==> src/rtl/reset_sequencer.sv <==
// reset_sequencer: turns a raw push-button into a sequenced SDRAM global/soft reset and CPU hold.
// Optional calibration-timeout auto-retry is built when RESET_SEQ_AUTO_RETRY_EN is defined.
module reset_sequencer #(
  parameter int unsigned DEBOUNCE_CYCLES = 4000000,
  parameter int unsigned GLOBAL_HOLD     = 1024,
  parameter int unsigned SOFT_HOLD       = 1024,
  parameter int unsigned CAL_TIMEOUT     = 50000000,
  parameter int unsigned START_DELAY     = 256
`ifdef RESET_SEQ_AUTO_RETRY_EN
  ,
  parameter int unsigned MAX_RETRIES     = 3
`endif
) (
  input  logic       i_clock,
  input  logic       i_reset_n,
  input  logic       i_key_n,
  input  logic       i_calib_done,
  output logic       o_global_reset_n,
  output logic       o_soft_reset_n,
  output logic       o_cpu_reset,
  output logic [2:0] o_state,
  output logic       o_fault
);

  typedef enum logic [2:0] {
    ST_RUN      = 3'd0,
    ST_GLOBAL   = 3'd1,
    ST_SOFT     = 3'd2,
    ST_WAIT_CAL = 3'd3,
    ST_START    = 3'd4,
    ST_FAULT    = 3'd5
  } state_e;

  localparam logic [31:0] DEB_LAST    = 32'(DEBOUNCE_CYCLES - 1);
  localparam logic [31:0] GLOBAL_LAST = 32'(GLOBAL_HOLD - 1);
  localparam logic [31:0] SOFT_LAST   = 32'(SOFT_HOLD - 1);
  localparam logic [31:0] CAL_LAST    = 32'(CAL_TIMEOUT - 1);
  localparam logic [31:0] START_LAST  = 32'(START_DELAY - 1);

  logic [1:0]  sync_q;
  logic        key_s;
  logic [31:0] deb_cnt_q, deb_cnt_d;
  logic        deb_key_q, deb_key_d;
  logic        press_q, press_d;

  state_e      state_q, state_d;
  logic [31:0] cnt_q, cnt_d;
  logic        glob_q, glob_d;
  logic        soft_q, soft_d;
  logic        cpu_q, cpu_d;
  logic        fault_q, fault_d;

`ifdef RESET_SEQ_AUTO_RETRY_EN
  localparam int RW = $clog2(MAX_RETRIES + 2);
  logic [RW-1:0] retries_q;
  logic          retry_inc;
`endif

  assign key_s = sync_q[1];

  // The debounced level only moves after DEBOUNCE_CYCLES consecutive differing samples.
  always_comb begin
    deb_cnt_d = '0;
    deb_key_d = deb_key_q;
    press_d   = 1'b0;
    if (key_s != deb_key_q) begin
      if (deb_cnt_q == DEB_LAST) begin
        deb_key_d = key_s;
        press_d   = ~key_s;
      end else begin
        deb_cnt_d = deb_cnt_q + 32'd1;
      end
    end
  end

  always_ff @(posedge i_clock or negedge i_reset_n) begin
    if (!i_reset_n) begin
      sync_q    <= 2'b11;
      deb_cnt_q <= '0;
      deb_key_q <= 1'b1;
      press_q   <= 1'b0;
    end else begin
      sync_q    <= {sync_q[0], i_key_n};
      deb_cnt_q <= deb_cnt_d;
      deb_key_q <= deb_key_d;
      press_q   <= press_d;
    end
  end

  // Next state: a press overrides every other transition, including timeouts.
  always_comb begin
    state_d = state_q;
`ifdef RESET_SEQ_AUTO_RETRY_EN
    retry_inc = 1'b0;
`endif
    if (press_q) begin
      state_d = ST_GLOBAL;
    end else begin
      case (state_q)
        ST_GLOBAL:   if (cnt_q == GLOBAL_LAST) state_d = ST_SOFT;
        ST_SOFT:     if (cnt_q == SOFT_LAST) state_d = ST_WAIT_CAL;
        ST_WAIT_CAL: begin
          if (i_calib_done) begin
            state_d = ST_START;
          end else if (cnt_q == CAL_LAST) begin
`ifdef RESET_SEQ_AUTO_RETRY_EN
            if (retries_q < RW'(MAX_RETRIES)) begin
              state_d   = ST_GLOBAL;
              retry_inc = 1'b1;
            end else begin
              state_d = ST_FAULT;
            end
`else
            state_d = ST_FAULT;
`endif
          end
        end
        ST_START:    if (cnt_q == START_LAST) state_d = ST_RUN;
        ST_RUN:      state_d = ST_RUN;
        ST_FAULT:    state_d = ST_FAULT;
        default:     state_d = ST_GLOBAL;
      endcase
    end

    if (press_q || (state_d != state_q)) begin
      cnt_d = '0;
    end else if (state_q == ST_RUN || state_q == ST_FAULT) begin
      cnt_d = cnt_q;
    end else begin
      cnt_d = cnt_q + 32'd1;
    end
  end

  // Outputs decode the upcoming state so the registered pins line up with o_state.
  always_comb begin
    glob_d  = 1'b1;
    soft_d  = 1'b1;
    cpu_d   = 1'b1;
    fault_d = 1'b0;
    case (state_d)
      ST_GLOBAL: begin
        glob_d = 1'b0;
        soft_d = 1'b0;
      end
      ST_SOFT:  soft_d  = 1'b0;
      ST_RUN:   cpu_d   = 1'b0;
      ST_FAULT: fault_d = 1'b1;
      default:  ;
    endcase
  end

  always_ff @(posedge i_clock or negedge i_reset_n) begin
    if (!i_reset_n) begin
      state_q <= ST_GLOBAL;
      cnt_q   <= '0;
      glob_q  <= 1'b0;
      soft_q  <= 1'b0;
      cpu_q   <= 1'b1;
      fault_q <= 1'b0;
    end else begin
      state_q <= state_d;
      cnt_q   <= cnt_d;
      glob_q  <= glob_d;
      soft_q  <= soft_d;
      cpu_q   <= cpu_d;
      fault_q <= fault_d;
    end
  end

`ifdef RESET_SEQ_AUTO_RETRY_EN
  always_ff @(posedge i_clock or negedge i_reset_n) begin
    if (!i_reset_n) begin
      retries_q <= '0;
    end else if (press_q || (state_d == ST_RUN && state_q != ST_RUN)) begin
      retries_q <= '0;
    end else if (retry_inc) begin
      retries_q <= retries_q + 1'b1;
    end
  end
`endif

  assign o_global_reset_n = glob_q;
  assign o_soft_reset_n   = soft_q;
  assign o_cpu_reset      = cpu_q;
  assign o_state          = state_q;
  assign o_fault          = fault_q;

endmodule

==> config.mk <==
export PLATFORM = sky130hd
export DESIGN_NAME = reset_sequencer
export DESIGN_NICKNAME = d
export VERILOG_FILES = /design/src/rtl/reset_sequencer.sv
export SDC_FILE = /design/constraint.sdc
export NUM_CORES = 1
export LEC_CHECK = 0
export CAP_MARGIN = 40
export CORE_MARGIN = 10
export CORE_UTILIZATION = 39
export DETAILED_ROUTE_END_ITERATION = 16
export SYNTH_ARGS = -nofsm -noshare
export SYNTH_HDL_FRONTEND = slang
export SYNTH_SLANG_ARGS = --single-unit
==> constraint.sdc <==
create_clock -name i_clock -period 3.14 [get_ports i_clock]
set_input_delay 0.628 -clock i_clock [delete_from_list [all_inputs] [get_ports i_clock]]
set_output_delay 0.628 -clock i_clock [all_outputs]
set_load 0.02 [all_outputs]
==> flow_metrics.py <==
metrics = {
    "synth": {
        "syn_area_um2": 3800,
        "yosysTopAreaCell": "dfrtp_1",
        "syn_inst": 401,
        "synth_warnings": 0,
        "synthFlopType": "dfrtp_1",
        "synthTopCellsByCount": "nor2_1 (82), dfrtp_1 (70), xnor2_1 (34)",
        "synth.distinct_cells": 46,
        "synth_edf_count": 0,
        "syn_avg_cell_area_um2": 9.48,
        "ys_ff_latch": 75,
        "synth_top_area_frac": 0.461,
        "async_reset_ff_frac": 1.00,
        "ys_seq_area_frac": 0.495,
        "synth_area_leaders": "dfrtp_1 (46%), nor2_1 (8.1%), xnor2_1 (7.8%)",
        "synth_most_common_cell": "nor2_1",
        "syn_nets": 407,
    },
    "route": {
        "drtAntennaViolNets": 0,
        "wl_per_cell_um": 13.7,
        "vias": 2735,
        "drt-initial-drc-count": 168,
        "wl_mm": 7.53,
        "drt_first_pass_iters": 6,
        "routed_via_density": 4.98,
        "drc": 0,
    },
    "power_and_ir_drop": {
        "power_leakage_uw": 0.00175,
        "p_comb_frac": 0.021,
        "intPower_uw": 1430,
        "pwr-share-seq": 0.530,
        "clockPowerShare": 0.449,
        "vdd_drop_max_mv": 0.312,
        "p_sw_uw": 410,
        "powerDensity_nw_per_um2": 429,
        "swShare": 0.223,
    },
    "floorplanning": {
        "die_w_um": 119,
        "io_pins": 11,
        "start_util": 0.406,
        "die_h_um": 119,
        "num_rows": 35,
        "fp.coreArea_um2": 9370,
        "die_area_um2": 14100,
    },
    "critical_path": {
        "required_ns": 3.36,
        "rr_startpoint": "o_state[0]$_DFF_PN1_",
        "worst-path-max-fanout": 17,
        "path_cells": "nand4b_1 -> or4b_1 -> o41ai_2 -> nand2_1 -> nand3_1 -> buf_12 -> nor2_1",
        "crit_path_end_kind": "flop",
        "critPathLaunchType": "flop",
        "startpoint": "o_state[0]$_DFF_PN1_",
        "critPathSlowestCell": "dfstp_2",
        "arrival_ns": 2.73,
        "max_stage_delay_ns": 0.64,
        "crit_type": "reg -> reg",
    },
    "clocking": {
        "clkSinkCount": 75,
        "hold_buffers": 0,
        "cts_buffers": 9,
        "cts_setup_buffers": 0,
        "clk_pin_slew_worst_paths_ns": 0.08,
        "cts_buffer_depth": 2,
        "root_buffer": "clkbuf_8",
        "cts_tree": "built",
        "clock_latency_ns": 0.35,
        "htreeDepth": 3,
        "ctsResizeCount": 0,
    },
    "global_routing": {
        "antenna_found_initial": 0,
        "overflow": 0,
        "grt_start_max_net_pins": 43,
        "gr-usage-all-layers": 0.113,
        "grt_pass1_wl_mm": 13.5,
        "first_global_vias": 2820,
    },
    "cells_and_area": {
        "drive_gt1_frac": 0.0810,
        "final_nets": 421,
        "diodes": 0,
        "fin_cells": 549,
        "syn2layout_area_growth_pct": 12.8,
        "fillCellCount": 929,
    },
    "timing": {
        "min_period_ns": 2.50,
        "tightest_slew_ns": 0.689,
        "max_slew_margin": 0.536,
        "finalHoldViolCount": 0,
        "rsz0062_at_grt": "false",
        "fmax_ghz": 0.400,
        "finalClockSkew_ns": 0.0148,
        "min_period_over_period": 0.797,
        "finalMaxSlewViolations": 0,
        "setup_violations": 0,
        "tns_ns": 0,
    },
    "outcome": {
        "status": "finished, final reports clean",
    },
    "place": {
        "io_buffers": 10,
        "dp_cells": 533,
        "gp_congestion": 0.803,
        "dp_hpwl_mm": 5.15,
    },
    "flow_run": {
        "maxCapViolCount": 0,
    },
    "hold_path": {
        "min_path_type": "in -> async",
    },
}
-- cell usage in the layout, fill, tap and decap left out, drive strengths merged, types with 2 or more instances in the layout --
cell type	n
xor2	28
clkinvlp	2
clkdlybuf4s50	9
a21oi	3
nor3	14
nand2	33
and3	7
nand2b	4
nor2b	3
and2	2
xnor2	34
nor3b	4
dfrtp	70
nand4	14
buf	6
dfstp	5
nand3	30
o31ai	2
nor4	15
o21ai	4
bufinv	2
or3	2
or4b	2
nand4b	2
nor2	82
inv	12
clkbuf	10
ha	2
-- path summary, 6_finish.rpt --
| check | endpoint | slack, ns | cells past startpoint |
|---|---|---|---|
| setup / recovery | cnt_q[14]$_DFFE_PN0P_ | 0.64 | 7 |
| hold / removal | cnt_q[20]$_DFFE_PN0P_ | 0.22 | 1 |
| setup reg to reg | cnt_q[14]$_DFFE_PN0P_ | 0.64 | 7 |
| hold reg to reg | sync_q[1]$_DFF_PN1_ | 0.36 | 0 |
| max in group asynchronous | sync_q[1]$_DFF_PN1_ | 2.27 | 2 |
| min in group i_clock | sync_q[1]$_DFF_PN1_ | 0.36 | 0 |
-- critical path: cells and delay by family (launching register included) --
family	cells	cell delay (ns)
buffers and inverters	1	0.20
DFF	1	0.64
AOI/OAI and AO/OA	1	0.33
and+or+nand+nor	5	1.21
-- cell families after synthesis --
kind of cell,share of synthesized area
and+or+nand+nor,0.285
AOI/OAI and AO/OA,0.0428
muxes,0.00296
adders and majority gates,0.00658
xor gates and xnor gates,0.143
buffers and inverters,0.0244
DFF,0.495
-- per-stage QoR --
stage	power, µW	area [µm²]	worst slack [ns]	utilization	hold slack (ns)
3_5_place_dp	1030	4070	0.672	0.435	0.348
4_1_cts	1870	4290	0.641	0.458	0.226
6_report	1840	4290	0.638	0.458	0.225
5_1_grt	1920	4290	0.413	0.458	0.241
2_1_floorplan	1000	3800	0.719	-	0.332
3_3_place_gp	1030	4050	0.696	0.432	0.347
-- sequential cells by signal (all words and copies together) (netlist names) --
signal,flops
o_soft_reset_n,1
o_state,3
sync_q,2
press_q,1
o_global_reset_n,1
cnt_q,32
o_fault,1
deb_key_q,1
o_cpu_reset,1
deb_cnt_q,32
-- area by class of cell --
type | count | area [µm²] | share of cell area
multi-input combinational | 303 | 1830 | 0.426
timing repair buffer | 15 | 160 | 0.0373
sequential | 75 | 1880 | 0.439
clock buffer | 10 | 128 | 0.0298
tap | 129 | 161 | 0.0376
inverter | 11 | 41.3 | 0.00963
clock inverter | 6 | 88.8 | 0.0207
-- layer usage --
| layer | GRT usage | routed length, µm |
|---|---|---|
| met1 | 0.154 | 3900 |
| met2 | 0.167 | 3380 |
| met3 | 0.0252 | 198 |
| met4 | 0.0519 | 62 |
| met5 | 0 | 0 |
-- power groups by stage --
stage,clock network (µW),registers [µW],logic (µW)
2_1_floorplan,0,993,10.7
3_5_place_dp,0,993,40.7
6_report,826,975,38.5
5_1_grt,896,976,45.7
4_1_cts,853,975,41.0
3_3_place_gp,0,994,37.0
Power figures use the tool's default switching activity.
